[config.mk]
export PLATFORM = sky130hd
export DESIGN_NAME = switch_port_ingress
export DESIGN_NICKNAME = d
export VERILOG_FILES = /design/src/rtl/switch_pkg.sv /design/src/rtl/sync_fifo.sv /design/src/rtl/switch_port_ingress.sv
export SDC_FILE = /design/constraint.sdc
export NUM_CORES = 1
export LEC_CHECK = 0
export CORE_ASPECT_RATIO = 1.1
export CORE_MARGIN = 2
export CORE_UTILIZATION = 30
export DETAILED_ROUTE_END_ITERATION = 16
export DONT_BUFFER_PORTS = 1
export SYNTH_ARGS = -nofsm -noshare
export SYNTH_HDL_FRONTEND = slang
export SYNTH_SLANG_ARGS = --single-unit
[constraint.sdc]
create_clock -name clk -period 3 [get_ports clk]
set_input_delay 0.6 -clock clk [delete_from_list [all_inputs] [get_ports clk]]
set_output_delay 0.6 -clock clk [all_outputs]
set_load 0.005 [all_outputs]
[src/rtl/switch_pkg.sv]
// Shared types and widths for the switch port ingress stage.
package switch_pkg;

  localparam int unsigned PORT_W = 4;
  localparam int unsigned DATA_W = 8;

  typedef struct packed {
    logic [PORT_W-1:0] target;
    logic [DATA_W-1:0] data;
  } ingress_entry_t;

  typedef enum logic [1:0] {IDLE, SEND, GAP} ingress_state_t;

endpackage

[src/rtl/sync_fifo.sv]
// Synchronous show-ahead FIFO with occupancy count; power-of-two depth.
module sync_fifo #(
  parameter int unsigned WIDTH = 12,
  parameter int unsigned DEPTH = 8
) (
  input  logic                     clk,
  input  logic                     rst,
  input  logic                     push,
  input  logic                     pop,
  input  logic [WIDTH-1:0]         din,
  output logic [WIDTH-1:0]         dout,
  output logic [$clog2(DEPTH):0]   count
);

  localparam int unsigned AW = $clog2(DEPTH);
  localparam int unsigned CW = AW + 1;

  logic [WIDTH-1:0] mem [DEPTH];
  logic [AW-1:0]    wr_ptr;
  logic [AW-1:0]    rd_ptr;
  logic             do_push_c;
  logic             do_pop_c;

  // Guard against overflow/underflow even if the caller misbehaves.
  assign do_push_c = push && (count != CW'(DEPTH));
  assign do_pop_c  = pop && (count != '0);
  assign dout      = mem[rd_ptr];

  always_ff @(posedge clk) begin
    if (rst) begin
      wr_ptr <= '0;
      rd_ptr <= '0;
      count  <= '0;
    end else begin
      if (do_push_c) wr_ptr <= wr_ptr + 1'b1;
      if (do_pop_c)  rd_ptr <= rd_ptr + 1'b1;
      count <= count + CW'(do_push_c) - CW'(do_pop_c);
    end
  end

  always_ff @(posedge clk) begin
    if (do_push_c) mem[wr_ptr] <= din;
  end

endmodule

[src/rtl/switch_port_ingress.sv]
// Host-side ingress for one switch port: filter, buffer, and replay packets
// onto the valid-only switch input with a programmable minimum idle gap.
module switch_port_ingress
  import switch_pkg::*;
#(
  parameter int unsigned DEPTH   = 8,
  parameter int unsigned PORT_ID = 0,
  parameter int unsigned MIN_GAP = 0
) (
  input  logic                    clk,
  input  logic                    rst,
  input  logic                    host_valid,
  output logic                    host_ready,
  input  logic [3:0]              host_target,
  input  logic [7:0]              host_data,
  output logic                    sw_valid,
  output logic [3:0]              sw_source,
  output logic [3:0]              sw_target,
  output logic [7:0]              sw_data,
  output logic [$clog2(DEPTH):0]  fifo_count,
  output logic [15:0]             drop_count
);

  localparam int unsigned CW = $clog2(DEPTH) + 1;
  localparam int unsigned EW = PORT_W + DATA_W;
  localparam int unsigned GW = 4;

  ingress_state_t  state;
  ingress_entry_t  wr_entry;
  ingress_entry_t  head;
  logic [GW-1:0]   gap_cnt;
  logic            accept_c;
  logic            drop_c;
  logic            push_c;
  logic            load_c;

  assign host_ready = !rst && (fifo_count != CW'(DEPTH));
  assign accept_c   = host_valid && host_ready;
  // Unaddressed packets and packets looping back to our own port never enter the FIFO.
  assign drop_c     = (host_target == '0) || host_target[PORT_ID];
  assign push_c     = accept_c && !drop_c;
  assign wr_entry   = '{target: host_target, data: host_data};
  assign sw_source  = PORT_W'(1'b1) << PORT_ID;

  sync_fifo #(
    .WIDTH (EW),
    .DEPTH (DEPTH)
  ) u_fifo (
    .clk   (clk),
    .rst   (rst),
    .push  (push_c),
    .pop   (load_c),
    .din   (wr_entry),
    .dout  (head),
    .count (fifo_count)
  );

  // Pop decision uses registered occupancy, so a same-cycle push is not yet visible.
  always_comb begin
    load_c = 1'b0;
    if (fifo_count != '0) begin
      case (state)
        IDLE:    load_c = 1'b1;
        SEND:    load_c = (MIN_GAP == 0);
        GAP:     load_c = (gap_cnt == '0);
        default: load_c = 1'b0;
      endcase
    end
  end

  always_ff @(posedge clk) begin
    if (rst) begin
      state     <= IDLE;
      sw_valid  <= 1'b0;
      sw_target <= '0;
      sw_data   <= '0;
      gap_cnt   <= '0;
    end else begin
      sw_valid  <= load_c;
      sw_target <= load_c ? head.target : '0;
      sw_data   <= load_c ? head.data : '0;
      case (state)
        IDLE: begin
          if (load_c) state <= SEND;
        end
        SEND: begin
          if (MIN_GAP != 0) begin
            gap_cnt <= GW'(MIN_GAP - 1);
            state   <= GAP;
          end else if (!load_c) begin
            state <= IDLE;
          end
        end
        GAP: begin
          if (gap_cnt != '0) gap_cnt <= gap_cnt - 1'b1;
          else               state   <= load_c ? SEND : IDLE;
        end
        default: state <= IDLE;
      endcase
    end
  end

  // Saturating count of filtered packets.
  always_ff @(posedge clk) begin
    if (rst)                                                     drop_count <= '0;
    else if (accept_c && drop_c && (drop_count != 16'hFFFF))     drop_count <= drop_count + 16'd1;
  end

endmodule
# --- Yosys cells after proc, flatten, opt, wreduce, memory -nomap -nowiden ---
# Memory sizes are Yosys's and may differ from the RTL's. A register that Yosys moved wholly into a read port is not among the register bits.
# Index checks and enable logic that the tools add are counted.
totals:
  ram_bits: 96
  output_inout_bits: 38
  n_memories: 1
  in_bits: 15
  elab_cells: 50
  regBits: 33
memory_table:
  columns: ["memory", "depth", "word_bits", "rd", "rd_ports_with_merged_regs", "wr", "line", "text"]
  rows:
  - ["u_fifo.mem", 8, 12, 1, 1, 1, "sync_fifo.sv:18", "logic [WIDTH-1:0] mem [DEPTH];"]
classes:
  mux: 9
  bitwise_logic: 1
  reduce_logical: 19
  eq_ne: 7
  addsub: 6
op_table:
  columns: ["op", "n"]
  rows:
  - ["adder 16 x 1 -> 16 bit (second input constant)", 1]
  - ["inequality test 16 bit (second input constant)", 1]
  - ["zero test 4 bit", 2]
  - ["nonzero test 4 bit", 2]
  - ["logical AND 1 bit", 7]
  - ["adder 3 x 1 -> 3 bit (second input constant)", 2]
  - ["two-way mux 2 bit", 3]
  - ["inequality test 2 bit (second input constant)", 3]
  - ["case mux 2 bit (3 select lines)", 1]
  - ["adder 4 x 1 -> 4 bit", 1]
  - ["two-way mux 1 bit", 4]
  - ["inequality test 4 bit (second input constant)", 1]
  - ["OR reduction 2 bit", 2]
  - ["subtractor 4 x 1 -> 4 bit", 1]
  - ["subtractor 4 x 1 -> 4 bit (second input constant)", 1]
  - ["AND reduction 3 bit", 1]
  - ["== test 2 x 1 -> 1 bit (second input constant)", 1]
  - ["== test 2 bit (second input constant)", 1]
  - ["zero test 1 bit", 2]
  - ["zero test 2 bit", 1]
  - ["case mux 1 bit (2 select lines)", 1]
  - ["AND reduction 2 bit", 1]
  - ["logical OR 1 bit", 1]
  - ["inverter 1 bit", 1]

# --- Logic depth before layout (Yosys ltp) ---
logic_depth:
  depth_word: 7
  mapped_depth: 10
  ltp_nobuf: 10

# --- Cells and area by module ---
# Synthesis repeated with hierarchy kept, for this count alone.
unflattened:
  cells_unflattened: 357
  hier_area_um2: 5684.2
modules_own_cells:
  columns: ["mod", "seq_area_each_um2", "area_per_inst_um2", "cells_per_inst", "instances"]
  rows:
  - ["sync_fifo", 3143.0, 4376.7, 218, 1]
  - ["switch_port_ingress", 580.6, 1307.5, 139, 1]

# --- Worst setup path after synthesis ---
# Ideal clock, no wire load.
synth_timing:
  kind: "input to register"
  start: "in rst"
  end: "mem u_fifo.mem[0][0] (enable)"
  slack_ns: 0.203
  arrival_time_ns: 2.401
  t_required_ns: 2.604
  path_buffers: 1
  path_stages: 5
  setup_time_ns: 0.396
  path_cell_list: "buf_2 -> nand2b_1 -> nor4b_2 -> nand2b_1 -> nor3_1"
synth_between:
  elab_chain_cells: 7
synth_rtl:
  columns: ["item", "line", "text"]
  rows:
  - ["start, declared", "switch_port_ingress.sv:11", "input logic rst,"]
  - ["zero test 1 bit", "switch_port_ingress.sv:37", "assign host_ready = !rst && (fifo_count != CW'(DEPTH));"]
  - ["logical AND 1 bit", "switch_port_ingress.sv:37", null]
  - ["logical AND 1 bit", "switch_port_ingress.sv:38", "assign accept_c = host_valid && host_ready;"]
  - ["logical AND 1 bit", "switch_port_ingress.sv:41", "assign push_c = accept_c && !drop_c;"]
  - ["logical AND 1 bit", "sync_fifo.sv:25", "assign do_push_c = push && (count != CW'(DEPTH));"]
  - ["net u_fifo.do_push_c", "sync_fifo.sv:21", "logic do_push_c;"]
  - ["two-way mux 1 bit", "sync_fifo.sv:42", "if (do_push_c) mem[wr_ptr] <= din;"]
  - ["two-way mux 1 bit (not written as such)", "sync_fifo.sv:42", null]
  - ["end, declared", "sync_fifo.sv:18", null]
# The timed path passes the listed nets, and every way through them passes these cells.

# --- Worst setup path after layout ---
layout_timing:
  start: "reg u_fifo.count[2]"
  end: "mem u_fifo.mem[7][4] (enable)"
layout_between:
  elab_chain_cells: 7
layout_rtl:
  columns: ["item", "line", "text"]
  rows:
  - ["start, declared", "sync_fifo.sv:12", "output logic [$clog2(DEPTH):0] count"]
  - ["start signal, assigned", "sync_fifo.sv:37", "count <= count + CW'(do_push_c) - CW'(do_pop_c);"]
  - ["inequality test 4 bit *", "sync_fifo.sv:25, switch_port_ingress.sv:37", null]
  - ["logical AND 1 bit", "switch_port_ingress.sv:37", null]
  - ["logical AND 1 bit", "switch_port_ingress.sv:38", null]
  - ["logical AND 1 bit", "switch_port_ingress.sv:41", null]
  - ["logical AND 1 bit *", "sync_fifo.sv:25", null]
  - ["net u_fifo.do_push_c", "sync_fifo.sv:21", null]
  - ["two-way mux 1 bit *", "sync_fifo.sv:42", null]
  - ["two-way mux 1 bit (not written as such) *", "sync_fifo.sv:42", null]
# The timed path passes the listed nets; every way through them passes the cells marked *.

==> run metrics <==
Synth-to-Final Area Change 17.8%; DRC viols 0; io pins 53; Clock Path Buffers 2; cell taking the most area after synthesis edfxtp_1; Post-Route WL around 10000 µm; clk_skew 4.88 ps; WHS 249 ps; critical path startpoint category register; length of the first detailed-routing pass in iterations 5; WP data arrival roughly 2500 ps; Critical Path Sink Type register; Leak 0.00206 µW; vias per std cell about 4.5; Rows 51; mean area per synthesized cell 15.9 µm²; Final Max Slew Viols 0; Hold Path Class primary input to register; area share of the largest cell type after synthesis 54.1%; CORE AREA 17,500 µm²; max_slew headroom between 30% and 40%; Die Height 144 µm; Final setup viols 0; antenna violations before repair 0; Crit Reg-Reg Endpoint u_fifo.mem[7][4]; Unique masters post-synth 37; cell at the slowest stage of the critical path nor2_1; Clk pin slew, worst setup/hold paths 60 ps; Mapped Cells 335; Total Die Area 18,800 µm²; outcome completed; vias in the first global route 2,853; R2R setup slack roughly 660 ps; Cell Area, Placed 5640 µm²; min-delay src rst; biggest cell delay along the critical path 420 ps; Port Buffers 0; met3 GRT Util around 5.0%; RSZ-0062 raised after global routing no; CP required 3120 ps; GRT Residual Overflow 0; Routed wire per std cell 16.5 µm; post-DP HPWL 6370 µm; number of max-cap violations 0; Top cell by count, worst path buf_4; number of synthesized register bits 135; final instance area 6270 µm²; RePlAce Congestion approximately 0.79; CTS buffer count 17; first-pass GRT wire length 16,000 µm; crit path kind register to register; maximum number of pins on one net before global-route repair 28; count of final hold-check violations 0; Routed Antenna Nets 0; post-CTS resize count 0; Slew @ Worst Pin about 1000 ps; setup bufs post-CTS 0; CTS tree built; PD cells 829 nW/µm²; later-pin clock latency in the skew report 420 ps; Post-Syn Area 5330 µm²; Yosys warning count 0; Initial Util 30.4%; Vias approximately 2,700; number of hold-repair buffers added at the cts stage 0; # diodes 0; drt initial violations approximately 190; clock sinks between 100 and 150; sequential share of the synthesized area 68.8%; top cells by area, synth edfxtp_1 54%, dfxtp_1 15%, mux4_2 10%; Die Wd between 100 and 150 µm; Nets 375; fmax 0.427 GHz; GRT Max-Usage Layer met2; critical path peak fanout 8; final core utilization 35.8%; critical path launch point u_fifo.count[2]; clk root buf clkbuf_16; Hold EP drop_count[15]; worst-path cell chain inv_1 > ha_1 > or3b_2 > nor4b_2 > buf_4 > nand2_1 > nor2_1 > buf_4; WHS Path Cells 1; crit share post-route 78.0%; Setup TNS 0 ps; grt met2 use 19.0%; met1 Track Usage GR roughly 14%; crit path time final 2340 ps; gr usage total 11.8%; R2R depth 8; layout cells sized above 1 20.1%; Max IR drop VDD 0.484 mV; RR Startpoint u_fifo.count[2]; H-tree Lvls 4
## cells by family (layout without fill, tap and decap cells)
group	after synthesis	after routing	synth area share (%)
buffers and inverters	28	54	2.37
flip-flops	135	135	68.8
multiplexers	41	41	13.4
adder cells (fa/ha/maj)	10	10	2.49
XOR/XNOR	15	15	2.47
AND/OR/NAND/NOR	94	94	9.16
AO/OA/AOI/OAI	10	10	1.22
other	2	4	0.141
## how the worst max path moves through the flow
stage | cells after the start | endpoint | slack, ps
after detailed placement | 8 | u_fifo.mem[7][3] | 660
after global placement | 5 | drop_count[13] | 700
after CTS | 8 | u_fifo.mem[7][4] | 650
after global routing | 8 | u_fifo.mem[7][0] | 510
final | 8 | u_fifo.mem[7][4] | 660
after floorplan | 5 | u_fifo.mem[0][0] | 200
## stage by stage
stage	cells	power, µW	setup WS [ps]
after floorplan	337	2870	203
after global placement	569	3030	704
after detailed placement	569	3040	659
after CTS	601	5270	654
after global routing	601	5460	505
final	601	5200	660
## cells in the final DEF (no fill, tap or decap), drive strengths merged, types with 6 or more instances in the layout
cell type / Yosys / layout
nand3: 8 / 8
clkbuf: 6 / 18
nand2: 14 / 14
mux2i: 16 / 16
edfxtp: 96 / 96
buf: 11 / 11
mux4: 24 / 24
nor3: 7 / 7
xnor2: 12 / 12
nor2: 40 / 40
ha: 9 / 9
dfxtp: 39 / 39
nand4: 6 / 6
inv: 11 / 13
a21oi: 6 / 6
## sequential cells by signal, indices dropped and copies added, names as in the netlist
register and count:
u_fifo.wr_ptr 3, sw_data 8, sw_target 4, u_fifo.count 4, u_fifo.rd_ptr 3, sw_valid 1
u_fifo.mem 96, drop_count 16
## cell type report
type | count | area (µm²)
fill | 1665 | 11300
sequential | 135 | 3660
multi-input combinational | 174 | 1550
clock buffer | 18 | 429
tap | 238 | 298
clock inverter | 14 | 204
timing repair buffer | 11 | 82.6
inverter | 11 | 41.3
## per-layer routing
layer / vias to the layer above / part of all wire, %
met5: - / 0
met4: 0 / 1.8
met3: 12 / 7.2
met2: 69 / 50
met1: 1361 / 41
li1: 1272 / -
## synthesized netlist by cell type (all sizes together)
library cell / n
mux2i: 16
a21oi: 6
nor3: 7
nand2: 14
dfxtp: 39
and2: 1
nor4: 4
nor2: 40
mux4: 24
nor2b: 2
nand2b: 5
ha: 9
xnor2: 12
or3b: 1
or2: 1
o2111ai: 1
a21o: 2
xor2: 3
edfxtp: 96
conb: 2
o21ai: 1
nand3: 8
nor4b: 3
fa: 1
nand4: 6
buf: 11
mux2: 1
inv: 11
clkbuf: 6
and3: 1
and4: 1
## worst max-delay path: cells and delay by family, from the launching register on
family        cells  cell delay (ps)
flops             1              350
fa+ha+maj         1              210
buf+inv           3              530
simple gates      4              950
## power breakdown
| group | internal (µW) | switching, µW | leakage [µW] | total [µW] |
|---|---|---|---|---|
| registers | 2120 | 144 | 0.00118 | 2260 |
| logic | 389 | 325 | 0.000577 | 714 |
| clock network | 1470 | 762 | 0.000303 | 2230 |
No activity file was read; power rests on OpenSTA's default activity.
